$ cat config.mk
export PLATFORM = sky130hd
export DESIGN_NAME = camera_capture_sequencer
export DESIGN_NICKNAME = d
export VERILOG_FILES = /design/src/rtl/camera_capture_sequencer.sv
export SDC_FILE = /design/constraint.sdc
export NUM_CORES = 1
export LEC_CHECK = 0
export CAP_MARGIN = 20
export CELL_PAD_IN_SITES_DETAIL_PLACEMENT = 1
export CELL_PAD_IN_SITES_GLOBAL_PLACEMENT = 2
export CORE_ASPECT_RATIO = 0.8
export CORE_MARGIN = 8
export CORE_UTILIZATION = 34
export CTS_CLUSTER_DIAMETER = 80
export CTS_CLUSTER_SIZE = 28
export DETAILED_ROUTE_END_ITERATION = 10
export HOLD_SLACK_MARGIN = 0.08
export PLACE_DENSITY = 0.95
export RECOVER_POWER = 50
export REMOVE_ABC_BUFFERS = 1
export SLEW_MARGIN = 0
export SYNTH_ARGS = -nofsm -noshare
export SYNTH_HDL_FRONTEND = slang
export SYNTH_SLANG_ARGS = --single-unit
$ cat constraint.sdc
create_clock -name clk -period 7.5 [get_ports clk]
set_clock_uncertainty 0.05 [all_clocks]
set_input_delay 1.125 -clock clk [delete_from_list [all_inputs] [get_ports clk]]
set_output_delay 1.125 -clock clk [all_outputs]
set_load 0.02 [all_outputs]
$ cat src/rtl/camera_capture_sequencer.sv
// Avalon-MM master that programs the camera register slave, starts a capture,
// polls the captured flag with a bounded budget, then stops and clears it.
module camera_capture_sequencer #(
  parameter int POLL_GAP      = 16,
  parameter int TIMEOUT_POLLS = 1024
) (
  input  logic        clk,
  input  logic        reset_n,
  input  logic        go,
  input  logic [15:0] cfg_width,
  input  logic [15:0] cfg_height,
  input  logic [15:0] cfg_exposure,
  input  logic [23:0] cfg_imgsize,
  input  logic [31:0] cfg_buff,
  output logic        busy,
  output logic        done,
  output logic        timeout_err,
  output logic [15:0] frames_count,
  output logic [4:0]  avm_address,
  output logic        avm_read,
  output logic        avm_write,
  output logic [31:0] avm_writedata,
  input  logic [31:0] avm_readdata,
  input  logic        avm_waitrequest
);

  typedef enum logic [2:0] {
    S_IDLE,
    S_WRITE,
    S_POLL_RD,
    S_POLL_WAIT,
    S_GAP,
    S_STOP,
    S_CLEAR,
    S_FINISH
  } state_t;

  localparam logic [15:0] TIMEOUT_LIM = 16'(TIMEOUT_POLLS);
  localparam logic [15:0] GAP_LAST    = 16'(POLL_GAP - 1);
  localparam logic [2:0]  LAST_STEP   = 3'd6;
  localparam logic [4:0]  ADDR_CTRL   = 5'h00;
  localparam logic [4:0]  ADDR_FLAG   = 5'h03;

  state_t      state_reg, state_next;
  logic [2:0]  step_reg, step_next;
  logic [15:0] poll_cnt_reg, poll_cnt_next;
  logic [15:0] gap_cnt_reg, gap_cnt_next;
  logic        timeout_reg, timeout_next;
  logic [15:0] frames_count_reg, frames_count_next;
  logic [15:0] width_reg, width_next;
  logic [15:0] height_reg, height_next;
  logic [15:0] exposure_reg, exposure_next;
  logic [23:0] imgsize_reg, imgsize_next;
  logic [31:0] buff_reg, buff_next;

  logic [4:0]  step_addr;
  logic [31:0] step_data;
  logic        unused_readdata;

  // Only the captured flag bit of the status word matters here.
  assign unused_readdata = ^avm_readdata[31:1];
  assign frames_count    = frames_count_reg;

  always_ff @(posedge clk or negedge reset_n) begin
    if (!reset_n) begin
      state_reg        <= S_IDLE;
      step_reg         <= 3'd0;
      poll_cnt_reg     <= 16'd0;
      gap_cnt_reg      <= 16'd0;
      timeout_reg      <= 1'b0;
      frames_count_reg <= 16'd0;
      width_reg        <= 16'd0;
      height_reg       <= 16'd0;
      exposure_reg     <= 16'd0;
      imgsize_reg      <= 24'd0;
      buff_reg         <= 32'd0;
    end else begin
      state_reg        <= state_next;
      step_reg         <= step_next;
      poll_cnt_reg     <= poll_cnt_next;
      gap_cnt_reg      <= gap_cnt_next;
      timeout_reg      <= timeout_next;
      frames_count_reg <= frames_count_next;
      width_reg        <= width_next;
      height_reg       <= height_next;
      exposure_reg     <= exposure_next;
      imgsize_reg      <= imgsize_next;
      buff_reg         <= buff_next;
    end
  end

  // Configuration write table, indexed by the WRITE step.
  always_comb begin
    step_addr = 5'h00;
    step_data = 32'h0000_0000;
    case (step_reg)
      3'd0: begin step_addr = 5'h09;     step_data = {16'h0000, width_reg};    end
      3'd1: begin step_addr = 5'h0A;     step_data = {16'h0000, height_reg};   end
      3'd2: begin step_addr = 5'h11;     step_data = {16'h0000, exposure_reg}; end
      3'd3: begin step_addr = 5'h01;     step_data = {8'h00, imgsize_reg};     end
      3'd4: begin step_addr = 5'h02;     step_data = buff_reg;                 end
      3'd5: begin step_addr = ADDR_FLAG; step_data = 32'h0000_0000;            end
      3'd6: begin step_addr = ADDR_CTRL; step_data = 32'h0000_0001;            end
      default: begin step_addr = 5'h00;  step_data = 32'h0000_0000;            end
    endcase
  end

  always_comb begin
    state_next        = state_reg;
    step_next         = step_reg;
    poll_cnt_next     = poll_cnt_reg;
    gap_cnt_next      = gap_cnt_reg;
    timeout_next      = timeout_reg;
    frames_count_next = frames_count_reg;
    width_next        = width_reg;
    height_next       = height_reg;
    exposure_next     = exposure_reg;
    imgsize_next      = imgsize_reg;
    buff_next         = buff_reg;
    busy              = (state_reg != S_IDLE);
    done              = 1'b0;
    timeout_err       = 1'b0;
    avm_read          = 1'b0;
    avm_write         = 1'b0;
    avm_address       = 5'h00;
    avm_writedata     = 32'h0000_0000;

    case (state_reg)
      S_IDLE: begin
        if (go) begin
          width_next    = cfg_width;
          height_next   = cfg_height;
          exposure_next = cfg_exposure;
          imgsize_next  = cfg_imgsize;
          buff_next     = cfg_buff;
          step_next     = 3'd0;
          poll_cnt_next = 16'd0;
          timeout_next  = 1'b0;
          state_next    = S_WRITE;
        end
      end

      S_WRITE: begin
        avm_write     = 1'b1;
        avm_address   = step_addr;
        avm_writedata = step_data;
        if (!avm_waitrequest) begin
          if (step_reg == LAST_STEP) begin
            state_next = S_POLL_RD;
          end else begin
            step_next = step_reg + 3'd1;
          end
        end
      end

      S_POLL_RD: begin
        avm_read    = 1'b1;
        avm_address = ADDR_FLAG;
        if (!avm_waitrequest) begin
          poll_cnt_next = poll_cnt_reg + 16'd1;
          state_next    = S_POLL_WAIT;
        end
      end

      // Read data is valid exactly one cycle after the read is accepted.
      S_POLL_WAIT: begin
        if (avm_readdata[0]) begin
          state_next = S_STOP;
        end else if (poll_cnt_reg >= TIMEOUT_LIM) begin
          timeout_next = 1'b1;
          state_next   = S_STOP;
        end else begin
          gap_cnt_next = 16'd0;
          state_next   = S_GAP;
        end
      end

      S_GAP: begin
        if (gap_cnt_reg == GAP_LAST) begin
          state_next = S_POLL_RD;
        end else begin
          gap_cnt_next = gap_cnt_reg + 16'd1;
        end
      end

      S_STOP: begin
        avm_write     = 1'b1;
        avm_address   = ADDR_CTRL;
        avm_writedata = 32'h0000_0000;
        if (!avm_waitrequest) begin
          state_next = S_CLEAR;
        end
      end

      S_CLEAR: begin
        avm_write     = 1'b1;
        avm_address   = ADDR_FLAG;
        avm_writedata = 32'h0000_0000;
        if (!avm_waitrequest) begin
          state_next = S_FINISH;
        end
      end

      S_FINISH: begin
        if (timeout_reg) begin
          timeout_err = 1'b1;
        end else begin
          done              = 1'b1;
          frames_count_next = frames_count_reg + 16'd1;
        end
        state_next = S_IDLE;
      end

      default: begin
        state_next = S_IDLE;
      end
    endcase
  end

endmodule

==> key figures <==
Floorplanning
  • Die height: 149 um
  • Chip width: 182 um
  • Starting Density: 34.8%
  • Top Ports: 198
  • Row count: 48
  • Core Region: 21600 um^2
  • Die ar.: 27200 um^2

Detailed routing
  • WL per Instance: 19.5 um
  • Vias: 5668
  • Final ANT Viol Nets: 0
  • Drc violations: 0
  • Drt total wl: 21400 um
  • Vias per cell: 5.18
  • First drt pass iteration count: 5
  • First DRT Iteration DRCs: 311

Place
  • Placed Area: 9410 um^2
  • Pre-CTS WS: 3.11 ns
  • Hpwl dp: 15000 um
  • Dpl cells: 1062
  • Port bufs: 165
  • RD Place Congestion: 0.773

Synthesis
  • Area leader, netlist: dfrtp_1
  • Post-synth EDFFs: 0
  • Sequential fraction of the synthesis area: 52.9%
  • Syn Inst Count: 652
  • Yosys warning count: 0
  • Avg Cell Area, Syn: 11.5 um^2
  • #FFs+latches synth: 159
  • Distinct cells, synth: 49
  • Synth Cell Area: 7520 um^2
  • Top-area cell type share of the netlist area: 52.9%
  • Ys flop type: dfrtp_1
  • Most frequent cell after synthesis: dfrtp_1
  • Post-synth ARST share: 100%
  • Post-synth top cells: 159 x dfrtp_1, 121 x mux2_2, 48 x nand2_1
  • Ranking of synthesized cells by area: dfrtp_1 53%, mux2_2 18%, xnor2_1 2.6%, nand2_1 2.4%, a21oi_1 2.1%

CTS
  • Clk root buf: clkbuf_16
  • Clock buffer depth: 2
  • Htree depth: 4
  • CTS tree: built
  • Total CTS buffers: 17
  • Worst-path clk slew: 0.07 ns
  • CTS Hold Bufs: 0
  • Setup bufs post-CTS: 0
  • Clk_lat worst skew: 0.42 ns
  • # clock sinks: 159
  • Post-cts sizing count: 0

STA
  • Fmax: 180 MHz
  • Max-slew violation count: 122
  • Final min period: 5.55 ns
  • Final hold slack: 0.426 ns
  • Final TNS setup: 0 ns
  • Final hold vios: 0
  • Final Setup Violations: 0
  • Worst relative slew slack: -138%
  • Worst-Margin Slew: 3.56 ns
  • Final period util: 74.0%
  • RSZ-0062 raised after global routing: false
  • Worst Slack Setup Final: 1.95 ns

Run status
  • Failing checks: capacitance limit, slew limit
  • Outcome: finished with violations

Worst setup path
  • Slowest cell on the critical path: and2_0
  • CP arrival: 5.81 ns
  • R2R cell count: 4
  • Worst r2r src: state_reg[1]
  • Worst path required time: 7.75 ns
  • CP endpoint kind: flop
  • Crit path depth: 4
  • Max stage delay on crit path: 2.59 ns
  • Reg-to-reg endpoint: height_reg[6]
  • Worst setup endpoint: height_reg[6]
  • CP bufs+invs: 2
  • Critical path origin: go
  • Crit Path Max Fanout: 65
  • Reg2reg setup slack: 2.41 ns
  • Critical Path Source Type: input port
  • CP delay by family, top: simple AND/OR/NAND/NOR gates
  • Critical path type: in -> reg
  • Crit-path cells: dlygate4sd3_1 -> and2_0 -> buf_4 -> mux2_2

Pwr
  • Leakage: 4.05 nW
  • PnR Total Power: 3.55 mW
  • Pwr dens: 355 nW/um^2
  • Peak supply drop: 0.000175 V

Global routing
  • Largest net degree at the start of global routing: 98
  • Initial antenna violation count: 0
  • First-pass GRT wire length: 35400 um
  • GRT Overall Usage: 16.3%
  • Vias in the first global route: 6307
  • Grt ovf: 0

Final layout
  • Area of the multi-input gates: 3310 um^2
  • Max FFs per register: 32
  • Non-Filler Instances: 1094
  • Register area: 3980 um^2
  • Fin util: 46.2%
  • Area grow syn2layout: 32.7%
  • Layout cell share with drive strength beyond 1: 20.3%
  • Nets@finish: 955
  • Final Instance Area: 9990 um^2
  • ANT cells: 0
  • # fillers: 2293

Hold path
  • Worst Hold Class: reg -> reg

Run
  • Maxcap violations: 2
## kinds of logic (layout without fill, tap and decap cells)
family	after synthesis	count (layout)	synth area share, %
simple gates	180	180	12.4
flops	159	159	52.9
mux	122	122	18.2
compound gates	102	102	8.93
buf+inv	54	221	3.14
xor+xnor	25	25	2.91
fa+ha+maj	9	9	1.50
other cells	1	1	0.0498
## where the power goes
group | total (mW) | switching [mW] | leakage [nW] | internal (mW)
logic | 1.23 | 0.582 | 1.79 | 0.647
registers | 1.45 | 0.245 | 1.98 | 1.21
clock network | 0.868 | 0.390 | 0.279 | 0.478
## cell usage in the layout (no fill, tap or decap), drive strengths merged, types with 2 or more instances in the layout
cell type	Yosys	final
nor3	12	12
o211ai	5	5
a22oi	10	10
or3	9	9
nand4	4	4
clkinvlp	0	3
nor2b	5	5
a22o	2	2
nand2	48	48
o2111ai	2	2
and3	8	8
dlygate4sd3	0	2
and2	13	13
nor4	5	5
clkinv	0	2
xnor2	22	22
and4	7	7
inv	16	24
mux2	121	121
nor2	39	39
ha	9	9
nand3	19	19
dfrtp	159	159
clkdlybuf4s50	0	162
clkbuf	16	19
a222oi	15	15
a21oi	31	31
or4	6	6
o21ai	26	26
xor2	3	3
buf	22	8
o31ai	3	3
## worst min-delay path by stage
stage	cells after the start	to	startpoint	slack, ns
2_1_floorplan	1	gap_cnt_reg[8]	gap_cnt_reg[8]	0.42
3_3_place_gp	1	frames_count[15]	frames_count[15]	0.42
3_5_place_dp	1	frames_count[15]	frames_count[15]	0.43
4_1_cts	1	frames_count[15]	frames_count[15]	0.44
5_1_grt	1	frames_count[15]	frames_count[15]	0.45
6_report	1	frames_count[15]	frames_count[15]	0.43
## area by class of cell
type | instances | share of cell area (%)
multi-input cells | 439 | 33.1
flip-flops and latches | 159 | 39.8
clock inverters | 14 | 1.45
repair buffers | 173 | 17.1
inverters | 16 | 0.601
clock buffers | 18 | 4.40
well taps | 275 | 3.45
## routing by layer
metal | vias to the layer above | GRT usage (%) | share of wire (%)
met5 | - | 0 | 0
met4 | 0 | 4.62 | 1.2
met3 | 18 | 4.53 | 5.3
met2 | 115 | 26.9 | 48
met1 | 2871 | 20.7 | 45
li1 | 2664 | - | -
Power figures use the tool's default switching activity.
